--- src/rtl/punc_control.sv ---
`default_nettype none
// ============================================================================
// Module      : punc_control
// Description : Multi-cycle control unit for the PUnC LC3 processor.
//               It sequences the datapath through INIT, FETCH, DECODE, EXEC
//               and EXEC2. It decodes the instruction register into datapath
//               load, enable and select lines.
// Revision    : 1.0 - initial release
// ============================================================================
module punc_control (
    input  logic        clk,
    input  logic        rst,
    input  logic [15:0] ir,
    input  logic        n,
    input  logic        z,
    input  logic        p,
    output logic        mem_w_en,
    output logic        mem_w_addr_sel,
    output logic        mem_w_data_sel,
    output logic [1:0]  mem_r_addr_sel,
    output logic        rf_w_en,
    output logic        rf_r0_addr_sel,
    output logic        rf_r1_addr_sel,
    output logic [1:0]  rf_w_data_sel,
    output logic        rf_w_addr_sel,
    output logic        ir_ld,
    output logic        pc_ld,
    output logic        pc_clr,
    output logic        pc_inc,
    output logic [1:0]  pc_ld_data_sel,
    output logic [2:0]  alu_sel,
    output logic        cond_ld,
    output logic        cond_ld_data_sel,
    output logic        halted,
    output logic [2:0]  state_debug
);

    typedef enum logic [2:0] {
        S_INIT   = 3'd0,
        S_FETCH  = 3'd1,
        S_DECODE = 3'd2,
        S_EXEC   = 3'd3,
        S_EXEC2  = 3'd4,
        S_HALT   = 3'd5
    } state_t;

    localparam logic [3:0] c_OP_BR   = 4'b0000;
    localparam logic [3:0] c_OP_ADD  = 4'b0001;
    localparam logic [3:0] c_OP_LD   = 4'b0010;
    localparam logic [3:0] c_OP_ST   = 4'b0011;
    localparam logic [3:0] c_OP_JSR  = 4'b0100;
    localparam logic [3:0] c_OP_AND  = 4'b0101;
    localparam logic [3:0] c_OP_LDR  = 4'b0110;
    localparam logic [3:0] c_OP_STR  = 4'b0111;
    localparam logic [3:0] c_OP_NOT  = 4'b1001;
    localparam logic [3:0] c_OP_LDI  = 4'b1010;
    localparam logic [3:0] c_OP_STI  = 4'b1011;
    localparam logic [3:0] c_OP_JMP  = 4'b1100;
    localparam logic [3:0] c_OP_LEA  = 4'b1110;
    localparam logic [3:0] c_OP_HALT = 4'b1111;

    localparam logic [2:0] c_ALU_ADD  = 3'd0;
    localparam logic [2:0] c_ALU_ADDI = 3'd1;
    localparam logic [2:0] c_ALU_NOT  = 3'd2;
    localparam logic [2:0] c_ALU_AND  = 3'd3;
    localparam logic [2:0] c_ALU_ANDI = 3'd4;

    state_t     r_state;
    logic [3:0] w_opcode;
    logic       w_imm_mode;
    logic       w_br_taken;
    logic       w_unused_ir;

    assign w_opcode    = ir[15:12];
    assign w_imm_mode  = ir[5];
    // An nzp field of 000 can never match, so it never branches.
    assign w_br_taken  = (ir[11] & n) | (ir[10] & z) | (ir[9] & p);
    // Register and offset fields are consumed by the datapath, not here.
    assign w_unused_ir = ^{ir[8:6], ir[4:0]};

    assign halted      = (r_state == S_HALT);
    assign state_debug = r_state;

    // State register: sequence FETCH/DECODE/EXEC, with an extra EXEC2 for indirects.
    always_ff @(posedge clk) begin
        if (rst) begin
            r_state <= S_INIT;
        end else begin
            case (r_state)
                S_INIT:   r_state <= S_FETCH;
                S_FETCH:  r_state <= S_DECODE;
                S_DECODE: r_state <= S_EXEC;
                S_EXEC: begin
                    if (w_opcode == c_OP_LDI || w_opcode == c_OP_STI)
                        r_state <= S_EXEC2;
                    else if (w_opcode == c_OP_HALT)
                        r_state <= S_HALT;
                    else
                        r_state <= S_FETCH;
                end
                S_EXEC2:  r_state <= S_FETCH;
                S_HALT:   r_state <= S_HALT;
                default:  r_state <= S_INIT;
            endcase
        end
    end

    // Control decode from state and IR; reset suppresses every strobe except pc_clr.
    always_comb begin
        mem_w_en         = 1'b0;
        mem_w_addr_sel   = 1'b0;
        mem_w_data_sel   = 1'b0;
        mem_r_addr_sel   = 2'd0;
        rf_w_en          = 1'b0;
        rf_r0_addr_sel   = 1'b0;
        rf_r1_addr_sel   = 1'b0;
        rf_w_data_sel    = 2'd0;
        rf_w_addr_sel    = 1'b0;
        ir_ld            = 1'b0;
        pc_ld            = 1'b0;
        pc_clr           = 1'b0;
        pc_inc           = 1'b0;
        pc_ld_data_sel   = 2'd0;
        alu_sel          = 3'd0;
        cond_ld          = 1'b0;
        cond_ld_data_sel = 1'b0;

        if (rst) begin
            pc_clr = 1'b1;
        end else begin
            case (r_state)
                S_INIT: begin
                    pc_clr = 1'b1;
                end
                S_FETCH: begin
                    mem_r_addr_sel = 2'd0;
                    ir_ld          = 1'b1;
                    pc_inc         = 1'b1;
                end
                S_EXEC: begin
                    case (w_opcode)
                        c_OP_ADD, c_OP_AND, c_OP_NOT: begin
                            if (w_opcode == c_OP_NOT)
                                alu_sel = c_ALU_NOT;
                            else if (w_opcode == c_OP_ADD)
                                alu_sel = w_imm_mode ? c_ALU_ADDI : c_ALU_ADD;
                            else
                                alu_sel = w_imm_mode ? c_ALU_ANDI : c_ALU_AND;
                            // Register mode reads SR2 on port 1 (field B).
                            rf_r1_addr_sel = (w_opcode != c_OP_NOT) && !w_imm_mode;
                            rf_w_en        = 1'b1;
                            cond_ld        = 1'b1;
                        end
                        c_OP_BR: begin
                            pc_ld = w_br_taken;
                        end
                        c_OP_JMP: begin
                            pc_ld          = 1'b1;
                            pc_ld_data_sel = 2'd1;
                        end
                        c_OP_JSR: begin
                            // R7 captures the pre-jump PC on the same edge as the jump.
                            rf_w_en        = 1'b1;
                            rf_w_addr_sel  = 1'b1;
                            rf_w_data_sel  = 2'd2;
                            pc_ld          = 1'b1;
                            pc_ld_data_sel = ir[11] ? 2'd2 : 2'd1;
                        end
                        c_OP_LD, c_OP_LDR: begin
                            mem_r_addr_sel   = (w_opcode == c_OP_LD) ? 2'd1 : 2'd2;
                            rf_w_data_sel    = 2'd1;
                            rf_w_en          = 1'b1;
                            cond_ld          = 1'b1;
                            cond_ld_data_sel = 1'b1;
                        end
                        c_OP_LEA: begin
                            rf_w_data_sel    = 2'd3;
                            rf_w_en          = 1'b1;
                            cond_ld          = 1'b1;
                            cond_ld_data_sel = 1'b1;
                        end
                        c_OP_ST: begin
                            mem_w_en = 1'b1;
                        end
                        c_OP_STR: begin
                            mem_w_en       = 1'b1;
                            mem_w_addr_sel = 1'b1;
                            rf_r1_addr_sel = 1'b1;
                        end
                        c_OP_LDI, c_OP_STI: begin
                            // First half of an indirect: fetch the pointer word.
                            mem_r_addr_sel = 2'd1;
                        end
                        default: begin
                            // Reserved opcodes and HALT assert nothing.
                        end
                    endcase
                end
                S_EXEC2: begin
                    // Second half of an indirect: access through the latched pointer.
                    mem_r_addr_sel = 2'd3;
                    if (w_opcode == c_OP_LDI) begin
                        rf_w_data_sel    = 2'd1;
                        rf_w_en          = 1'b1;
                        cond_ld          = 1'b1;
                        cond_ld_data_sel = 1'b1;
                    end else if (w_opcode == c_OP_STI) begin
                        mem_w_en = 1'b1;
                    end
                end
                default: begin
                    // DECODE and HALT drive nothing.
                end
            endcase
        end
    end

endmodule
`default_nettype wire

--- config.mk ---
export PLATFORM = sky130hd
export DESIGN_NAME = punc_control
export DESIGN_NICKNAME = d
export VERILOG_FILES = /design/src/rtl/punc_control.sv
export SDC_FILE = /design/constraint.sdc
export NUM_CORES = 1
export LEC_CHECK = 0
export ABC_AREA = 1
export CAP_MARGIN = 40
export CORE_AREA = 5 5 42 44
export CTS_CLUSTER_DIAMETER = 80
export DETAILED_ROUTE_END_ITERATION = 7
export DIE_AREA = 0 0 47 49
export DONT_BUFFER_PORTS = 1
export PLACE_DENSITY = 0.68
export SLEW_MARGIN = 20
export SYNTH_ARGS = -nofsm -noshare
export SYNTH_HDL_FRONTEND = slang
export SYNTH_SLANG_ARGS = --single-unit
export TNS_END_PERCENT = 5
--- constraint.sdc ---
create_clock -name clk -period 2.18 [get_ports clk]
set_clock_uncertainty 0.1 [all_clocks]
set_input_delay 0.545 -clock clk [delete_from_list [all_inputs] [get_ports clk]]
set_output_delay 0.545 -clock clk [all_outputs]
set_load 0.01 [all_outputs]
==> out/metrics.csv, run 1 <==
stage,metric,value,unit
timing,setup-violations-final,0,
timing,fin_setup_tns,0,ps
worst_setup_path,critPathMaxFanout,5,
synthesis,synth_top_area_frac,0.152,
cells_and_area,largest_reg_flops,3,
power_and_ir_drop,p_sw,0.0810,mW
synthesis,synth_flop_cell,dfxtp_1,
grt,antenna_found_initial,0,
synthesis,ys_warn_count,0,
cells_and_area,num_antenna_cells,0,
hold_path,worstHoldStart,rst,
synthesis,yosysMostFrequentCell,nand2_1,
power_and_ir_drop,peakVddDrop,102,uV
worst_setup_path,r2r_end,state_debug[2]$_SDFF_PP0_,
die,start_util,0.404,
synthesis,synth.distinct_cells,23,
timing,timing.final.crit_share,0.933,
synthesis,synth.avg_cell_area,5.84,sq um
worst_setup_path,worstPathRequired,1530,ps
timing,setup_ws,146,ps
synthesis,ys_top_cells_by_area,"nand2_1 (15%), nand3_1 (12%), dfxtp_1 (11%), nor2_1 (7.9%), inv_1 (6.6%)",
synthesis,ys_seq_area_frac,0.106,
power_and_ir_drop,comb_power_share,0.267,
route,post-route-drc-count,0,
placed_design,post_dp_cell_area,564,sq um
die,die_width,47,um
power_and_ir_drop,clkPwrFrac,0.433,
grt,grt_pass1_wl,2240,um
die,core.rowCount,14,
cells_and_area,final_core_util,0.424,
die,num_io_pins,47,
placed_design,place.gp.congestion,0.793,
cells_and_area,areaGrowthSynthToFinish,4.86,%
worst_setup_path,endpoint_kind,output pin,
die,core_area,1400,sq um
die,die-height,49,um
worst_setup_path,rr_worst_depth,4,
cts,numClockSinks,3,
cts,post-cts-setup-buffer-count,0,
timing,finalCriticalPeriod,2030,ps
placed_design,dp_slack,135,ps
placed_design,io_buffers,0,
route,dr.pass1.iters,4,
synthesis,synth_seq_cells,3,
power_and_ir_drop,power.density,385,nW/um^2
worst_setup_path,reg2reg_slack,1130,ps
route,ant_nets,0,
cts,root_buffer,clkbuf_4,
route,routedWlPerCell,12.7,um
grt,grt_max_degree,9,
synthesis,yosysTopAreaCell,nand2_1,
route,vias,609,
cts,cts_max_path_buffers,2,
timing,rsz0062_at_grt,false,
worst_setup_path,worstPathArrival,1390,ps
synthesis,ys_top_cells_by_count,"nand2_1 (23), nand3_1 (14), nor2_1 (12)",
worst_setup_path,crit_start,ir[12],
worst_setup_path,path_class,in2out,
power_and_ir_drop,p_leak,0.271,nW
route,drt-initial-drc-count,18,
grt,grt_pass1_vias,544,
power_and_ir_drop,p_int,0.148,mW
worst_setup_path,r2r-start,state_debug[0]$_SDFF_PP0_,
timing,fmax,0.492,GHz
cts,clkTransAtPathRegs,40,ps
flow_run,cap_viol_max_count,0,
grt,gr-total-overflow,0,
cells_and_area,nets,123,
synthesis,mappedNetlistArea,567,sq um
route,drt-total-wl,1460,um
synthesis,synth-async-reset-ratio,0,
power_and_ir_drop,p_seq_frac,0.301,
timing,final-max-slew-violation-count,0,
power_and_ir_drop,sw_frac_of_total,0.354,
grt,grtUsageTotal,0.126,
die,die-area,2300,sq um
cts,numCtsBuffers,3,
cts,worstSkewPairLatency,230,ps
hold_path,hp-class,in2reg,
worst_setup_path,setup.worst_path.end,alu_sel[0],
outcome,status,"complete, no violations",
worst_setup_path,startpoint_type,primary input,
cells_and_area,design_area,594,sq um
cts,cts_tree,done,
synthesis,synth_cells,97,
cts,cts_htree_levels,1,
route,vias_per_cell,5.30,
cells_and_area,nFillCells,161,
timing,final_hold_viol_count,0,
power_and_ir_drop,power,0.229,mW
placed_design,hpwl,1210,um
cells_and_area,final_layout_size_suffix_gt1_frac,0.202,
synthesis,synth_edf_count,0,
worst max-delay path, cell delays in order:
cell and delay [ps]:
inv_1 30, nor2_1 160, nand2_1 110, ha_1 290, nor3_2 260
through the flow:
step / hold WS [ps] / std cells
2_1_floorplan: 451 / 98
3_3_place_gp: 487 / 111
3_5_place_dp: 490 / 111
4_1_cts: 266 / 115
5_1_grt: 258 / 115
6_report: 268 / 115
routing by layer:
| metal | wire length (um) | part of all wire | GRT usage |
|---|---|---|---|
| met1 | 598 | 0.41 | 0.153 |
| met3 | 93 | 0.064 | 0.0111 |
| met2 | 762 | 0.52 | 0.208 |
| met5 | 0 | 0 | 0 |
| met4 | 0 | 0 | 0.0691 |
cell type report:
class	instances	area [sq um]	area share
timing repair buffer	1	7.51	0.0126
clock buffer	4	26.3	0.0442
multi-input combinational	78	428	0.720
inverter	13	48.8	0.0821
sequential	3	63.8	0.107
tap	16	20.0	0.0337
logic make-up (layout without fill, tap and decap cells):
| kind of cell | count (synthesis) | count (layout) | share of synthesized area |
|---|---|---|---|
| buffers and inverters | 17 | 18 | 0.146 |
| AND/OR/NAND/NOR | 61 | 61 | 0.572 |
| flip-flops | 3 | 3 | 0.106 |
| adder cells (fa/ha/maj) | 2 | 2 | 0.0441 |
| AO/OA/AOI/OAI | 13 | 13 | 0.126 |
| other | 1 | 2 | 0.00662 |
worst min-delay path by stage:
stage	cells after the start	to
after detailed placement	2	state_debug[0]$_SDFF_PP0_
after global placement	2	state_debug[0]$_SDFF_PP0_
after CTS	1	state_debug[1]$_SDFF_PP0_
after floorplan	2	state_debug[0]$_SDFF_PP0_
after global routing	1	state_debug[1]$_SDFF_PP0_
final	1	state_debug[1]$_SDFF_PP0_
cells in the final DEF, fill, tap and decap left out:
cell,n
nand3_1,14
nand2_2,1
o31ai_1,1
nand2_4,1
nor2_2,2
nor2_4,3
buf_4,1
inv_2,3
inv_1,10
nor2_1,12
nand2_1,23
nand4_1,2
nor3_4,1
conb_1,2
clkbuf_1,1
dfxtp_2,3
a31oi_1,1
a211oi_1,1
a21oi_1,5
ha_1,2
clkbuf_4,3
nor3_2,1
o21ai_0,5
nor2_8,1
what timing repair did:
| item | 4_1_cts | 5_1_grt |
|---|---|---|
| endpoints found under the setup margin | 0 | 8 |
| hold endpoints to repair | 0 | 0 |
| resized for setup | 0 | 3 |
| hold buffers | 0 | 0 |
power groups by stage:
stage          Combinational, mW  Sequential [mW]  Clock [mW]
2_1_floorplan             0.0617           0.0672           0
3_3_place_gp              0.0603           0.0689           0
3_5_place_dp              0.0613           0.0691           0
4_1_cts                   0.0615           0.0681       0.104
5_1_grt                   0.0700           0.0701       0.113
6_report                  0.0611           0.0689      0.0991
Power figures use the tool's default switching activity.
==> run 2, diff against run 1 <==
--- a/config.mk
+++ b/config.mk
@@ -7,12 +7,15 @@
 export LEC_CHECK = 0
 export ABC_AREA = 1
 export CAP_MARGIN = 40
-export CORE_AREA = 5 5 42 44
+export CELL_PAD_IN_SITES_DETAIL_PLACEMENT = 0
+export CELL_PAD_IN_SITES_GLOBAL_PLACEMENT = 2
+export CORE_ASPECT_RATIO = 1.25
+export CORE_MARGIN = 5
+export CORE_UTILIZATION = 26
 export CTS_CLUSTER_DIAMETER = 80
 export DETAILED_ROUTE_END_ITERATION = 7
-export DIE_AREA = 0 0 47 49
 export DONT_BUFFER_PORTS = 1
-export PLACE_DENSITY = 0.68
+export PLACE_DENSITY = 0.86
 export SLEW_MARGIN = 20
 export SYNTH_ARGS = -nofsm -noshare
 export SYNTH_HDL_FRONTEND = slang
==> out/metrics.csv, run 2 (same netlist as run 1, synthesis figures left out) <==
stage,metric,value,unit,change
cells_and_area,areaGrowthSynthToFinish,7.28,%,
placed_design,hpwl,1370,um,+13%
grt,grt_pass1_vias,593,,+9.0%
power_and_ir_drop,power.density,382,nW/um^2,-0.97%
power_and_ir_drop,p_sw,0.0828,mW,+2.3%
placed_design,place.gp.congestion,0.727,,-8.4%
worst_setup_path,path_class,reg2out,,
timing,holdWs,263,ps,-5.06 ps
grt,grtUsageTotal,0.101,,-0.0259
timing,finalCriticalPeriod,2020,ps,-17.5 ps
cts,root_buffer,clkbuf_4,,
cts,worstSkewPairLatency,240,ps,about the same
die,die_width,51.8,um,+10%
die,num_io_pins,47,,unchanged
route,vias,631,,+3.6%
timing,final_hold_viol_count,0,,unchanged
cells_and_area,layout_commonest_cell,nand2_1,,
timing,timing.final.crit_share,0.925,,-0.00802
worst_setup_path,endpoint_kind,output pin,,
worst_setup_path,rr_worst_depth,4,,unchanged
cells_and_area,final_layout_size_suffix_gt1_frac,0.210,,+0.00798
worst_setup_path,critPathMaxFanout,7,,+2
cts,numClockSinks,3,,unchanged
route,ant_nets,0,,unchanged
hold_path,whs_path_depth,1,,unchanged
route,post-route-drc-count,0,,unchanged
cells_and_area,num_antenna_cells,0,,unchanged
timing,fmax,0.496,GHz,+0.87%
timing,fin_setup_tns,0,ps,unchanged
placed_design,io_buffers,0,,unchanged
route,drt-total-wl,1600,um,+10%
cells_and_area,largest_reg_flops,3,,unchanged
outcome,status,"complete, no violations",,
cts,ctsHoldBuffers,0,,unchanged
timing,setup-violations-final,0,,unchanged
power_and_ir_drop,p_leak,0.276,nW,+1.9%
cells_and_area,final_cell_mix,"nand2_1 (23), nand3_1 (14), nor2_1 (12), inv_1 (10)",,
route,drt-initial-drc-count,7,,-11
cts,cts_resized,0,,unchanged
power_and_ir_drop,sw_frac_of_total,0.357,,+0.00332
cts,cts_htree_levels,1,,unchanged
cells_and_area,nets,124,,+0.81%
route,routedWlPerCell,13.2,um,+4.6%
power_and_ir_drop,clkPwrFrac,0.429,,-0.004
timing,final-max-slew-violation-count,0,,unchanged
grt,gr-total-overflow,0,,unchanged
worst_setup_path,startpoint_type,flop,,
die,die-height,62.2,um,+27%
worst_setup_path,worstPathArrival,1370,ps,-20 ps
power_and_ir_drop,peakVddDrop,159,uV,+56%
worst_setup_path,reg2reg_slack,1140,ps,about the same
grt,grt_pass1_wl,2530,um,+13%
cts,cts_tree,done,,
die,core_area,2140,sq um,+53%
flow_run,cap_viol_max_count,0,,unchanged
power_and_ir_drop,p_int,0.149,mW,+0.80%
route,dr.pass1.iters,4,,unchanged
cts,cts_max_path_buffers,2,,unchanged
grt,grt_max_degree,9,,unchanged
cts,post-cts-setup-buffer-count,0,,unchanged
hold_path,hp-class,in2reg,,
grt,antenna_found_initial,0,,unchanged
cts,numCtsBuffers,3,,unchanged
die,die-area,3220,sq um,+40%
power_and_ir_drop,p_seq_frac,0.298,,-0.003
route,vias_per_cell,5.21,,-1.5%
timing,rsz0062_at_grt,false,,
worst_setup_path,worstPathRequired,1530,ps,about the same
cts,clkTransAtPathRegs,40,ps,about the same
die,start_util,0.265,,-0.140
power_and_ir_drop,comb_power_share,0.273,,+0.006
die,core.rowCount,19,,+5
run 2: cell types whose count changed in the layout (fill, tap and decap cells not counted):
| cell | change |
|---|---|
| buf_4 | +1 |
run 2: final timing paths:
path | startpoint | to
worst max register to register | state_debug[0]$_SDFF_PP0_ | state_debug[2]$_SDFF_PP0_
worst min-delay path | rst | state_debug[1]$_SDFF_PP0_
worst min register to register | state_debug[1]$_SDFF_PP0_ | state_debug[0]$_SDFF_PP0_
worst max-delay path | state_debug[0]$_SDFF_PP0_ | pc_ld_data_sel[0]
run 2: worst max-delay path, stage by stage, from the launching register on:
cell      delay, ps
dfxtp_2         420
nand2_2         120
nor2_4          130
nand2_4          90
a211oi_1        370
run 2: metal layers:
metal  vias to the layer above  part of all wire  global-route usage
met5                         -                 0                   0
met4                         0            0.0031              0.0393
met3                         2             0.096              0.0335
met2                        34              0.52               0.175
met1                       275              0.38               0.108
li1                        320                 -                   -
run 2: metrics by stage:
| step | util | setup slack [ps] | cell area [sq um] | cells | power (mW) |
|---|---|---|---|---|---|
| finish | 0.284 | 164 | 608 | 121 | 0.232 |
| global route | 0.284 | 79.7 | 608 | 121 | 0.250 |
| CTS | 0.282 | 22.4 | 604 | 121 | 0.237 |
| detailed placement | 0.270 | 179 | 578 | 117 | 0.133 |
| global placement | 0.270 | 183 | 578 | 117 | 0.132 |
| floorplan | - | 140 | 571 | 98 | 0.129 |
run 2: cell type report:
class / instances / area (sq um)
tap: 21 / 26.3
sequential: 3 / 63.8
inverter: 13 / 48.8
multi-input combinational: 78 / 428
fill: 250 / 1530
clock buffer: 4 / 26.3
timing repair buffer: 2 / 15.0
run 2: power groups by stage:
stage | logic, mW | clock network [mW] | registers (mW)
2_1_floorplan | 0.0617 | 0 | 0.0672
3_3_place_gp | 0.0633 | 0 | 0.0689
3_5_place_dp | 0.0640 | 0 | 0.0691
4_1_cts | 0.0643 | 0.104 | 0.0681
5_1_grt | 0.0723 | 0.108 | 0.0697
6_report | 0.0634 | 0.0996 | 0.0691
